## config.mk

```make
export PLATFORM = sky130hd
export DESIGN_NAME = dmem_arbiter
export DESIGN_NICKNAME = d
export VERILOG_FILES = /design/src/rtl/dmem_arb_pkg.sv /design/src/rtl/dmem_burst_ctr.sv /design/src/rtl/dmem_arbiter.sv
export SDC_FILE = /design/constraint.sdc
export NUM_CORES = 1
export LEC_CHECK = 0
export CAP_MARGIN = 5
export CORE_AREA = 2 2 110 112
export CTS_CLUSTER_SIZE = 10
export DETAILED_ROUTE_END_ITERATION = 6
export DIE_AREA = 0 0 112 114
export GPL_TIMING_DRIVEN = 0
export PLACE_DENSITY_LB_ADDON = 0.08
export SKIP_LAST_GASP = 1
export SYNTH_ARGS = -nofsm -noshare
export SYNTH_HDL_FRONTEND = slang
export SYNTH_SLANG_ARGS = --single-unit
```

## constraint.sdc

```tcl
create_clock -name clk -period 4 [get_ports clk]
set_input_delay 0.6 -clock clk [delete_from_list [all_inputs] [get_ports clk]]
set_output_delay 0.6 -clock clk [all_outputs]
set_load 0.01 [all_outputs]
```

## src/rtl/dmem_arb_pkg.sv

```systemverilog
// Shared encodings and the address helper for the data-RAM arbiter.
package dmem_arb_pkg;

  localparam logic [1:0] S_IDLE  = 2'd0;
  localparam logic [1:0] S_BURST = 2'd1;
  localparam logic [1:0] S_DONE  = 2'd2;

  localparam logic [1:0] OWN_NONE = 2'd0;
  localparam logic [1:0] OWN_CORE = 2'd1;
  localparam logic [1:0] OWN_HOST = 2'd2;

  // Byte address to word index; callers truncate to the RAM index width.
  function automatic logic [31:0] word_idx(input logic [31:0] byte_addr);
    return byte_addr >> 2;
  endfunction

endpackage

```

## src/rtl/dmem_burst_ctr.sv

```systemverilog
// Host burst bookkeeping: latched start index and length, beat counter, last-beat flag.
module dmem_burst_ctr
  import dmem_arb_pkg::*;
#(
  parameter  int AW        = 10,
  parameter  int MAX_BURST = 16,
  localparam int LW        = $clog2(MAX_BURST + 1)
) (
  input  logic          clk,
  input  logic          reset,
  input  logic          load,
  input  logic          advance,
  input  logic [AW-1:0] start_idx,
  input  logic [LW-1:0] len,
  output logic [AW-1:0] cur_idx,
  output logic          last
);

  logic [AW-1:0] base_q;
  logic [LW-1:0] beat_q;
  logic [LW-1:0] len_q;
  logic [LW-1:0] len_eff;

  // A zero length still moves one beat; oversize requests clamp to MAX_BURST.
  always_comb begin
    len_eff = len;
    if (len == '0) begin
      len_eff = LW'(1);
    end else if (len > LW'(MAX_BURST)) begin
      len_eff = LW'(MAX_BURST);
    end
  end

  // NOTE: sequential state uses non-blocking assignments so every flop samples pre-edge values.
  always_ff @(posedge clk) begin
    if (reset) begin
      base_q <= '0;
      beat_q <= '0;
      len_q  <= '0;
    end else if (load) begin
      base_q <= start_idx;
      beat_q <= '0;
      len_q  <= len_eff;
    end else if (advance) begin
      beat_q <= beat_q + LW'(1);
    end
  end

  // Index arithmetic is AW bits wide, so the address wraps modulo the RAM depth.
  assign cur_idx = base_q + AW'(beat_q);
  assign last    = (beat_q == len_q - LW'(1));

endmodule

```

## src/rtl/dmem_arbiter.sv

```systemverilog
// Single-port data-RAM arbiter between the MEM stage and a host burst port.
// Optional host fairness is enabled by defining DMEM_ARB_FAIR_EN.
module dmem_arbiter
  import dmem_arb_pkg::*;
#(
  parameter  int RAM_DEPTH    = 1024,
  parameter  int MAX_BURST    = 16,
  parameter  int STARVE_LIMIT = 4,
  localparam int AW           = $clog2(RAM_DEPTH),
  localparam int LW           = $clog2(MAX_BURST + 1)
) (
  input  logic          clk,
  input  logic          reset,
  input  logic          core_req,
  input  logic          core_we,
  input  logic [31:0]   core_addr,
  input  logic [31:0]   core_wdata,
  output logic          core_stall,
  output logic [31:0]   core_rdata,
  output logic          core_rvalid,
  input  logic          host_req,
  input  logic          host_we,
  input  logic [31:0]   host_addr,
  input  logic [LW-1:0] host_len,
  input  logic [31:0]   host_wdata,
  output logic          host_beat,
  output logic [31:0]   host_rdata,
  output logic          host_rvalid,
  output logic          host_busy,
  output logic          host_done,
  output logic          ram_en,
  output logic          ram_we,
  output logic [AW-1:0] ram_addr,
  output logic [31:0]   ram_wdata,
  input  logic [31:0]   ram_rdata
);

  logic [1:0]    state_q, state_d;
  logic [1:0]    owner;
  logic          host_we_q;
  logic          host_forced;
  logic          core_gnt, host_gnt;
  logic          last_beat;
  logic [AW-1:0] core_idx, host_start_idx, burst_idx;

  assign core_idx       = AW'(word_idx(core_addr));
  assign host_start_idx = AW'(word_idx(host_addr));

  dmem_burst_ctr #(.AW(AW), .MAX_BURST(MAX_BURST)) u_burst_ctr (
    .clk       (clk),
    .reset     (reset),
    .load      (host_gnt),
    .advance   (host_beat),
    .start_idx (host_start_idx),
    .len       (host_len),
    .cur_idx   (burst_idx),
    .last      (last_beat)
  );

  // NOTE: every always_comb output gets a default first, so no path can infer a latch.
  // Nothing is granted while reset is high, so a beat in flight cannot write the RAM.
  always_comb begin
    state_d   = state_q;
    core_gnt  = 1'b0;
    host_gnt  = 1'b0;
    host_beat = 1'b0;
    if (!reset) begin
      case (state_q)
        S_IDLE: begin
          host_gnt = host_req & (~core_req | host_forced);
          core_gnt = core_req & ~host_gnt;
          if (host_gnt) state_d = S_BURST;
        end
        S_BURST: begin
          host_beat = 1'b1;
          if (last_beat) state_d = S_DONE;
        end
        S_DONE:  state_d = S_IDLE;
        default: state_d = S_IDLE;
      endcase
    end
  end

  always_comb begin
    owner = OWN_NONE;
    if (host_beat)     owner = OWN_HOST;
    else if (core_gnt) owner = OWN_CORE;
  end

  always_comb begin
    ram_en    = 1'b0;
    ram_we    = 1'b0;
    ram_addr  = '0;
    ram_wdata = '0;
    case (owner)
      OWN_CORE: begin
        ram_en    = 1'b1;
        ram_we    = core_we;
        ram_addr  = core_idx;
        ram_wdata = core_wdata;
      end
      OWN_HOST: begin
        ram_en    = 1'b1;
        ram_we    = host_we_q;
        ram_addr  = burst_idx;
        ram_wdata = host_wdata;
      end
      default: ;
    endcase
  end

  // NOTE: only control flops are reset; the RAM array itself is never cleared.
  always_ff @(posedge clk) begin
    if (reset) begin
      state_q     <= S_IDLE;
      host_we_q   <= 1'b0;
      core_rvalid <= 1'b0;
      host_rvalid <= 1'b0;
    end else begin
      state_q     <= state_d;
      if (host_gnt) host_we_q <= host_we;
      core_rvalid <= core_gnt & ~core_we;
      host_rvalid <= host_beat & ~host_we_q;
    end
  end

`ifdef DMEM_ARB_FAIR_EN
  localparam int SW = $clog2(STARVE_LIMIT + 1);
  logic [SW-1:0] starve_q;

  assign host_forced = (starve_q == SW'(STARVE_LIMIT));

  // Counts core wins over a waiting host; any host grant or a dropped request restarts it.
  always_ff @(posedge clk) begin
    if (reset) begin
      starve_q <= '0;
    end else if (!host_req || host_gnt) begin
      starve_q <= '0;
    end else if (core_gnt && !host_forced) begin
      starve_q <= starve_q + SW'(1);
    end
  end
`else
  assign host_forced = 1'b0;
`endif

  assign core_stall = ~reset & core_req & ~core_gnt;
  assign host_busy  = ~reset & ((state_q == S_BURST) | (state_q == S_DONE));
  assign host_done  = ~reset & (state_q == S_DONE);
  assign core_rdata = core_rvalid ? ram_rdata : '0;
  assign host_rdata = host_rvalid ? ram_rdata : '0;

endmodule
```

==> impl_metrics.py <==
metrics = {
    "synth": {
        "synth-edff-count": 0,
        "synth_top_area_cell": "dfxtp_1",
        "synth-compound-area-share_pct": 27.2,
        "synth_flop_cell": "dfxtp_1",
        "synthSimpleGateAreaFrac_pct": 31.9,
        "synthArstFlopShare_pct": 0,
        "yosys_warnings": 0,
        "synth_fp_nets": 469,
        "syn-instance-count": 286,
        "synth.distinct_cells": 39,
        "yosys.area_share.adder_pct": 7.07,
        "synth_top_family_by_area": "simple AND/OR/NAND/NOR gates",
        "synth_area_per_cell_um2": 7.79,
        "muxShareOfSynthArea_pct": 0.449,
        "netlist_area_um2": 2230,
        "synth_top_area_share_pct": 22.5,
        "synth_common_cells": "and2_1, a22o_1, dfxtp_1",
        "synth_seq_cells": 25,
        "synth_seq_area_share_pct": 22.5,
        "yosysMostFrequentCell": "and2_1",
        "synth_area_leaders": "dfxtp_1, and2_1, a22o_1",
        "synth_xor_area_share_pct": 5.45,
    },
    "finish": {
        "layout.cells.non_filler": 677,
        "final_nets": 714,
        "diodes": 0,
        "area_delta_synth_final_pct": 120,
        "stdcell_area_um2": 4890,
        "fill_cells": 1222,
        "final_layout_size_suffix_gt1_share_pct": 2.64,
    },
    "detailed_routing": {
        "wl_per_cell_um": 14.6,
        "vias": 2966,
        "viasPerCell": 4.38,
        "wirelength_mm": 9.88,
        "dr.pass1.iters": 4,
        "drt.antenna.violating_nets": 0,
        "drcViolationCount": 0,
        "first_iter_violations": 63,
    },
    "critical_path": {
        "r2r_cells": 6,
        "reg2reg_from": "state_q[0]",
        "worst-r2r-setup-slack_ps": 2130,
        "arrival_ps": 2730,
        "crit_path_start": "reset",
        "timing.rr.end": "u_burst_ctr.len_q[4]",
        "required_ps": 3400,
        "end_kind": "output pin",
        "start_kind": "primary input",
        "critical_path_class": "primary input to output pin",
        "crit_fanout": 10,
        "crit_end": "ram_addr[7]",
    },
    "global_route": {
        "first_global_vias": 3008,
        "grt_pass1_wl_mm": 15.1,
        "grt.overflow.total": 0,
        "antenna_found_initial": 0,
        "grt_max_degree": 14,
        "track_usage_pct": 14.5,
    },
    "timing": {
        "fin_setup_tns_ps": 0,
        "fin_crit_sh_pct": 83.4,
        "hold_violations": 0,
        "max_freq_mhz": 300,
        "grt_setup_unrepaired": "false",
        "worst_slack_ps": 665,
        "maxSlewHeadroom_pct": 59.3,
        "min_period_ps": 3330,
        "finalMaxSlewViolations": 0,
        "setup_viol": 0,
        "fin_skew_ps": 2.91,
        "tightest_slew_ps": 610,
    },
    "placed_design": {
        "place_area_um2": 4810,
        "place.gp.congestion": 0.757,
        "dp_hpwl_mm": 8.42,
        "place_ws_ps": 662,
        "placedCellCount": 673,
        "numPortBuffers": 240,
    },
    "clock_network": {
        "post_cts_buffers": 0,
        "postCtsHoldBufs": 0,
        "cts_buffers": 3,
        "post_cts_resized": 0,
        "htreeDepth": 1,
        "clk_pin_slew_ps": 60,
        "cts_tree": "yes",
        "cts_max_path_buffers": 2,
        "clock-sinks": 25,
        "cts_root_buffer": "clkbuf_16",
        "clk_latency_ps": 250,
    },
    "floorplan": {
        "die_y_um": 114,
        "die_w_um": 112,
        "ios": 285,
        "start_util_pct": 19.0,
        "coreArea_um2": 11700,
        "rows": 40,
        "die_area_um2": 12800,
    },
    "power": {
        "powerDensity_nw_per_um2": 268,
        "ir_drop_mv": 0.217,
        "p_leak_nw": 1.84,
        "finalPower_mw": 1.31,
    },
    "worst_hold_path": {
        "hp-class": "flip-flop to flip-flop",
    },
    "job": {
        "maxCapViolCount": 0,
    },
    "outcome": {
        "status": "complete, no violations",
    },
}
-- routing by layer --
metal / vias to the layer above / GRT usage (%) / routed length [µm]
met5: - / 0 / 0
met4: 0 / 1.22 / 34
met3: 2 / 4.41 / 935
met2: 150 / 29.2 / 5160
met1: 1314 / 15.4 / 3760
li1: 1500 / - / -
-- power by group --
group | leakage [nW] | switching (mW) | internal [mW]
Combinational | 1.60 | 0.333 | 0.465
Clock | 0.0382 | 0.0875 | 0.136
Sequential | 0.203 | 0.0213 | 0.270
-- cell families after synthesis --
group / count (synthesis)
compound gates: 80
xor+xnor: 13
fa+ha+maj: 12
buf+inv: 30
flops: 25
mux: 1
simple gates: 125
-- worst min-delay path by stage --
stage | startpoint | end | slack (ps) | depth (start not counted)
detailed placement | host_we_q | host_rvalid | 430 | 1
global placement | host_we_q | host_rvalid | 440 | 1
finish | host_we_q | host_rvalid | 450 | 1
global route | host_we_q | host_rvalid | 480 | 1
floorplan | host_we_q | host_rvalid | 410 | 1
CTS | host_we_q | host_rvalid | 450 | 1
-- through the flow --
| step | util, % | hold slack, ps |
|---|---|---|
| after floorplan | - | 413 |
| after global placement | 41.1 | 444 |
| after detailed placement | 41.1 | 435 |
| after CTS | 41.8 | 452 |
| after global routing | 41.8 | 480 |
| final | 41.8 | 450 |
-- sequential cells by signal, summed over array words and instances, names as in the netlist --
signal,cells
u_burst_ctr.base_q,10
u_burst_ctr.beat_q,5
u_burst_ctr.len_q,5
state_q,2
core_rvalid,1
host_rvalid,1
host_we_q,1
-- final cells by class --
type	instances	area [µm²]	area share (%)
well taps	147	184	3.76
inverters	11	41.3	0.844
plain buffers	19	80.1	1.64
flip-flops and latches	25	500	10.2
clock buffers	4	78.8	1.61
multi-input cells	231	1610	32.8
repair buffers	240	2400	49.1
-- worst max-delay path, stage by stage --
cell,delay (ps)
clkdlybuf4s50_1,530
nand2b_1,230
buf_2,210
or4_1,520
nand3_1,90
clkdlybuf4s50_1,550
-- cells in the final DEF (no fill, tap or decap), types with 7 or more instances in the layout --
master           instances
xor2_1                   7
nor3_1                   8
o21ai_0                 15
buf_2                    7
a22o_1                  44
inv_1                   10
clkdlybuf4s50_1        240
clkbuf_1                13
dfxtp_1                 25
nand2_1                 17
nor2_1                  12
ha_1                    11
and2_1                  64
No activity file was read; power rests on OpenSTA's default activity.
